`src/rtl/csr_access_ctrl.sv`:
```
// csr_access_ctrl: initiator side of the single-write-port CSR file.
// Takes Zicsr / trap ops from the EXU, sequences CSR reads and writes one per
// cycle, returns the old CSR value and issues PC redirects for ECALL / MRET.
//
// Ports:
//   clock, reset (async, active-low)
//   req_*   : EXU request channel (valid/ready), fields registered on accept
//   csr_*_o : CSR file write port and read address; csr_rdata_i is combinational
//   csr_mtvec_i / csr_mepc_i : live trap vector and exception PC
//   resp_*  : response channel, held stable in RESP until resp_ready_i
//
// Optional feature macro: CSR_MSTATUS_TRAP_EN
//   defined   -> ECALL adds a TRAP_STATUS cycle and MRET updates MSTATUS
//   undefined -> traps never touch MSTATUS
module csr_access_ctrl #(
  parameter int ADDR_W      = 12,
  parameter int DATA_W      = 32,
  parameter int ECALL_CAUSE = 11
) (
  input  logic              clock,
  input  logic              reset,
  input  logic              req_valid_i,
  output logic              req_ready_o,
  input  logic [2:0]        req_op_i,
  input  logic              req_imm_i,
  input  logic              req_rs1_zero_i,
  input  logic [ADDR_W-1:0] req_addr_i,
  input  logic [DATA_W-1:0] req_src_i,
  input  logic [DATA_W-1:0] req_pc_i,
  output logic              csr_we_o,
  output logic [ADDR_W-1:0] csr_waddr_o,
  output logic [DATA_W-1:0] csr_wdata_o,
  output logic [ADDR_W-1:0] csr_raddr_o,
  input  logic [DATA_W-1:0] csr_rdata_i,
  input  logic [DATA_W-1:0] csr_mtvec_i,
  input  logic [DATA_W-1:0] csr_mepc_i,
  output logic              resp_valid_o,
  input  logic              resp_ready_i,
  output logic [DATA_W-1:0] resp_rdata_o,
  output logic              resp_redirect_o,
  output logic [DATA_W-1:0] resp_pc_o
);

  localparam logic [2:0] OP_RW    = 3'b001;
  localparam logic [2:0] OP_RS    = 3'b010;
  localparam logic [2:0] OP_RC    = 3'b011;
  localparam logic [2:0] OP_ECALL = 3'b100;
  localparam logic [2:0] OP_MRET  = 3'b101;

  localparam logic [ADDR_W-1:0] A_MSTATUS = ADDR_W'(12'h300);
  localparam logic [ADDR_W-1:0] A_MEPC    = ADDR_W'(12'h341);
  localparam logic [ADDR_W-1:0] A_MCAUSE  = ADDR_W'(12'h342);

  typedef enum logic [2:0] {
    IDLE, EXEC, TRAP_EPC, TRAP_CAUSE, TRAP_STATUS, RESP
  } state_e;

  state_e            state_q, state_d;
  logic [2:0]        op_q;
  logic              rs1z_q;
  logic [ADDR_W-1:0] addr_q;
  logic [DATA_W-1:0] src_q, pc_q;
  logic [DATA_W-1:0] rdata_q, rdata_d;
  logic              redir_q, redir_d;
  logic [DATA_W-1:0] rpc_q, rpc_d;
  logic              accept;

  // zimm arrives already zero-extended in req_src_i, so the flag carries no
  // extra information here.
  logic unused_imm;
  assign unused_imm = req_imm_i;

  assign req_ready_o = (state_q == IDLE);
  assign accept      = req_valid_i && req_ready_o;

`ifdef CSR_MSTATUS_TRAP_EN
  // Trap entry: MPIE <- MIE, MIE <- 0, MPP <- M.
  function automatic logic [DATA_W-1:0] st_enter(input logic [DATA_W-1:0] s);
    logic [DATA_W-1:0] r;
    r        = s;
    r[7]     = s[3];
    r[3]     = 1'b0;
    r[12:11] = 2'b11;
    return r;
  endfunction
  // Trap return: MIE <- MPIE, MPIE <- 1, MPP <- M.
  function automatic logic [DATA_W-1:0] st_leave(input logic [DATA_W-1:0] s);
    logic [DATA_W-1:0] r;
    r        = s;
    r[3]     = s[7];
    r[7]     = 1'b1;
    r[12:11] = 2'b11;
    return r;
  endfunction
`endif

  always_comb begin
    state_d     = state_q;
    rdata_d     = rdata_q;
    redir_d     = redir_q;
    rpc_d       = rpc_q;
    csr_we_o    = 1'b0;
    csr_waddr_o = '0;
    csr_wdata_o = '0;
    csr_raddr_o = '0;
    case (state_q)
      IDLE: begin
        if (accept) begin
          // Clear the response fields so ops that return nothing report 0.
          rdata_d = '0;
          redir_d = 1'b0;
          rpc_d   = '0;
          case (req_op_i)
            OP_RW, OP_RS, OP_RC, OP_MRET: state_d = EXEC;
            OP_ECALL:                     state_d = TRAP_EPC;
            default:                      state_d = RESP;
          endcase
        end
      end
      EXEC: begin
        state_d = RESP;
        if (op_q == OP_MRET) begin
          redir_d = 1'b1;
          rpc_d   = csr_mepc_i;
`ifdef CSR_MSTATUS_TRAP_EN
          csr_raddr_o = A_MSTATUS;
          csr_we_o    = 1'b1;
          csr_waddr_o = A_MSTATUS;
          csr_wdata_o = st_leave(csr_rdata_i);
`endif
        end else begin
          csr_raddr_o = addr_q;
          rdata_d     = csr_rdata_i;
          csr_waddr_o = addr_q;
          // Set/clear with rs1 == x0 (or zimm == 0) is a pure read.
          csr_we_o    = (op_q == OP_RW) || !rs1z_q;
          case (op_q)
            OP_RS:   csr_wdata_o = csr_rdata_i | src_q;
            OP_RC:   csr_wdata_o = csr_rdata_i & ~src_q;
            default: csr_wdata_o = src_q;
          endcase
        end
      end
      TRAP_EPC: begin
        csr_we_o    = 1'b1;
        csr_waddr_o = A_MEPC;
        csr_wdata_o = pc_q;
        state_d     = TRAP_CAUSE;
      end
      TRAP_CAUSE: begin
        csr_we_o    = 1'b1;
        csr_waddr_o = A_MCAUSE;
        csr_wdata_o = DATA_W'(ECALL_CAUSE);
        redir_d     = 1'b1;
        rpc_d       = csr_mtvec_i;
`ifdef CSR_MSTATUS_TRAP_EN
        state_d     = TRAP_STATUS;
`else
        state_d     = RESP;
`endif
      end
`ifdef CSR_MSTATUS_TRAP_EN
      TRAP_STATUS: begin
        csr_raddr_o = A_MSTATUS;
        csr_we_o    = 1'b1;
        csr_waddr_o = A_MSTATUS;
        csr_wdata_o = st_enter(csr_rdata_i);
        state_d     = RESP;
      end
`endif
      RESP: begin
        if (resp_ready_i) state_d = IDLE;
      end
      default: state_d = IDLE;
    endcase
  end

  always_ff @(posedge clock or negedge reset) begin
    if (!reset) begin
      state_q <= IDLE;
      op_q    <= '0;
      rs1z_q  <= 1'b0;
      addr_q  <= '0;
      src_q   <= '0;
      pc_q    <= '0;
      rdata_q <= '0;
      redir_q <= 1'b0;
      rpc_q   <= '0;
    end else begin
      state_q <= state_d;
      rdata_q <= rdata_d;
      redir_q <= redir_d;
      rpc_q   <= rpc_d;
      if (accept) begin
        op_q   <= req_op_i;
        rs1z_q <= req_rs1_zero_i;
        addr_q <= req_addr_i;
        src_q  <= req_src_i;
        pc_q   <= req_pc_i;
      end
    end
  end

  assign resp_valid_o    = (state_q == RESP);
  assign resp_rdata_o    = rdata_q;
  assign resp_redirect_o = redir_q;
  assign resp_pc_o       = rpc_q;

endmodule

```
`config.mk`:
```
export PLATFORM = sky130hd
export DESIGN_NAME = csr_access_ctrl
export DESIGN_NICKNAME = d
export VERILOG_FILES = /design/src/rtl/csr_access_ctrl.sv
export SDC_FILE = /design/constraint.sdc
export NUM_CORES = 1
export LEC_CHECK = 0
export BUFFER_PORTS_ARGS = -buffer_cell sky130_fd_sc_hd__buf_2
export CORE_ASPECT_RATIO = 1.5
export CORE_MARGIN = 1
export CORE_UTILIZATION = 49
export DETAILED_ROUTE_END_ITERATION = 8
export HOLD_SLACK_MARGIN = 0.1
export PLACE_DENSITY = 0.81
export RECOVER_POWER = 100
export SETUP_SLACK_MARGIN = 0.3
export SLEW_MARGIN = 30
export SYNTH_ARGS = -nofsm -noshare
export SYNTH_HDL_FRONTEND = slang
export SYNTH_SLANG_ARGS = --single-unit
```
`constraint.sdc`:
```
create_clock -name clock -period 2.3 [get_ports clock]
set_input_delay 0 -clock clock [delete_from_list [all_inputs] [get_ports clock]]
set_output_delay 0 -clock clock [all_outputs]
set_load 0.01 [all_outputs]
```
==> results.py <==
metrics = {
    "pwr": {
        "power_leakage_nw": 5.43,
        "vdd_drop_max_mv": 0.565,
        "total_power_w": 0.0135,
        "power_density_mw_per_mm2": 1180,
    },
    "worst_setup_path": {
        "critPathLaunchType": "flop",
        "regToRegSetupSlack_ns": 0.20,
        "r2r_cells": 5,
        "cp.required_ns": 2.30,
        "r2r_end": "addr_q[0]",
        "crit_arrival_ns": 2.11,
        "crit_type": "flop to output pin",
        "crit_path_end_kind": "output pin",
        "crit_start": "op_q[2]",
        "timing.rr.start": "state_q[0]",
        "cp_max_fo": 5,
    },
    "timing": {
        "period_needed_ns": 2.11,
        "final.setup_skew_ns": 0.0149,
        "finalSetupViolations": 0,
        "slew_headroom_pct": 14.4,
        "rsz0062_at_grt": "yes",
        "clock.fmax_mhz": 473,
        "final-hold-violation-count": 0,
        "setup_tns_ns": 0,
        "tightest_slew_ns": 1.28,
        "period_share_pct": 91.9,
        "final_max_slew_viol_count": 0,
    },
    "logic_synthesis": {
        "syn_inst": 620,
        "synthArstFlopShare_pct": 100,
        "synthXorXnorAreaFrac_pct": 0,
        "synth_seq_cells": 148,
        "postSynthAreaPerCell_um2": 11.8,
        "synth_compound_area_share_pct": 9.10,
        "synthAdderAreaFrac_pct": 0,
        "synth_flop_cell": "dfrtp_1",
        "synth_area_mm2": 0.00729,
        "yosysTopAreaCell": "dfrtp_1",
        "synth_top_family_by_area": "multiplexers",
        "synthSimpleGateAreaFrac_pct": 8.88,
        "synth_top_area_share_pct": 50.8,
        "synth_mux_area_share_pct": 25.9,
        "syn_nets": 801,
        "ys_top_cells_by_area": "dfrtp_1 51%, mux2_2 17%, mux2i_1 8.8%",
        "yosysUniqueCellTypes": 34,
        "yosysWarningCount": 0,
        "synth_edf_count": 0,
        "yosysSeqAreaShare_pct": 50.8,
    },
    "clock_tree": {
        "cts-root-buf": "clkbuf_16",
        "cts_sinks": 148,
        "cts_buffers": 17,
        "clock_latency_ns": 0.42,
        "htreeDepth": 4,
        "cts_tree": "done",
        "clk_pin_slew_worst_paths_ns": 0.07,
        "cts_buffer_depth": 2,
    },
    "route": {
        "viasPerCell": 5.57,
        "drtAntennaViolNets": 0,
        "firstDrtPassIters": 5,
        "finalWirelength_um": 27700,
        "drtIter0Drc": 349,
        "drc": 0,
        "vias": 7377,
        "wire_per_inst_um": 20.9,
    },
    "layout": {
        "n_fill_cell": 861,
        "layout_common_cells": "200 x buf_2, 177 x dlygate4sd3_1, 147 x dfrtp_1",
        "ff_latch_area_mm2": 0.00370,
        "final_common_cell": "buf_2",
        "layout-drive-gt1-share_pct": 33.9,
        "multi_input_area_mm2": 0.00322,
        "syn_to_final_growth_pct": 56.8,
        "num-nets-final": 1296,
    },
    "place": {
        "dp_hpwl_um": 14500,
        "io_buffers": 303,
        "gp_congestion": 0.866,
    },
    "global_routing": {
        "antenna_found_initial": 1,
        "grt_pass1_wl_um": 41200,
        "grt_usage_pct": 35.8,
        "grt_pass1_vias": 8186,
        "grt_use_met3_pct": 8.44,
        "gr-usage-met1_pct": 37.1,
        "grt_overflow_total": 0,
        "grt.busiest_layer": "met2",
        "use_met2_pct": 62.2,
        "grt_max_degree": 66,
    },
    "min_path": {
        "hp-class": "input port to flop",
        "holdCritStartpoint": "csr_mepc_i[31]",
        "holdPathStages": 4,
        "whs_endpoint": "resp_pc_o[31]",
    },
    "floorplan": {
        "die_area_mm2": 0.0154,
        "die_h_um": 151,
        "num_io_pins": 305,
        "die_w_um": 102,
        "core_mm2": 0.0145,
        "rows": 54,
        "start_util_pct": 50.2,
    },
    "job": {
        "max_cap_violations": 0,
    },
    "run_status": {
        "status": "finished, final reports clean",
    },
}
-- final cells by class --
cell class	instances	area share, %
Tap cell	196	2.15
Sequential cell	148	32.4
Inverter	34	1.12
Antenna cell	1	0.0219
Clock buffer	19	3.79
Multi-Input combinational cell	394	28.1
Timing Repair Buffer	520	31.2
Clock inverter	12	1.15
-- how the worst max path moves through the flow --
stage,endpoint,slack [ns]
finish,csr_wdata_o[0],0.19
CTS,csr_wdata_o[16],0.32
floorplan,resp_pc_o[10],0.55
detailed placement,src_q[10],0.35
global route,csr_wdata_o[18],0.13
global placement,addr_q[7],0.38
-- flip-flops by register name (all words and copies together), names as in the netlist --
register,count
addr_q,12
op_q,3
pc_q,32
resp_pc_o,32
resp_rdata_o,32
resp_redirect_o,1
rs1z_q,1
src_q,32
state_q,3
-- cells in the mapped netlist, types with 2 or more instances --
| master | n |
|---|---|
| a21o_1 | 31 |
| a21oi_1 | 2 |
| a22oi_1 | 3 |
| a32o_1 | 29 |
| and2_1 | 2 |
| and3_1 | 19 |
| buf_2 | 11 |
| buf_4 | 8 |
| buf_6 | 6 |
| clkbuf_1 | 18 |
| dfrtp_1 | 148 |
| inv_1 | 34 |
| mux2_1 | 2 |
| mux2_2 | 109 |
| mux2i_1 | 64 |
| nand2_1 | 64 |
| nand2b_1 | 2 |
| nand3b_1 | 2 |
| nor2_1 | 33 |
| nor2b_1 | 5 |
| nor3_1 | 3 |
| o21ai_0 | 10 |
| or2_2 | 4 |
-- through the flow --
| step | worst slack (ns) | instance area [µm²] | utilization, % | instances | hold slack, ns |
|---|---|---|---|---|---|
| 2_1_floorplan | 0.546 | 7290 | - | 620 | -0.296 |
| 3_3_place_gp | 0.382 | 9070 | 62.5 | 1096 | -0.0628 |
| 3_5_place_dp | 0.350 | 9070 | 62.5 | 1096 | -0.0606 |
| 4_1_cts | 0.316 | 11500 | 79.4 | 1318 | 0.122 |
| 5_1_grt | 0.127 | 11400 | 78.6 | 1324 | 0.173 |
| 6_report | 0.187 | 11400 | 78.6 | 1324 | 0.162 |
-- cells by family after synthesis --
logic type	count (synthesis)
buffers and inverters	78
muxes	175
DFF	148
and+or+nand+nor	139
AOI/OAI and AO/OA	80
-- power by group --
group	leakage (nW)	switching (W)	internal [W]	total, W
sequential	1.85	0.000775	0.00368	0.00445
combinational	3.31	0.00326	0.00311	0.00637
clock	0.266	0.00112	0.00159	0.00271
-- what timing repair did --
action,CTS,global route
resized for setup,6,6
pin swaps,1,2
endpoints found under the setup margin,51,49
hold buffers,178,0
setup buffers,12,3
cloned,1,2
hold endpoints to repair,295,0
-- metal layers --
metal  vias up  part of all wire [%]
met5         -                     0
met4         0                   6.6
met3       147                   7.5
met2       493                    52
met1      3568                    34
li1       3169                     -
-- critical path, cell delays in order (launching register included) --
cell and delay, ns:
dfrtp_1 0.44, nand3b_1 0.15, clkbuf_1 0.22, clkbuf_1 0.27, nand2_1 0.13, o21ai_0 0.28, buf_2 0.21
Power figures use the tool's default switching activity.
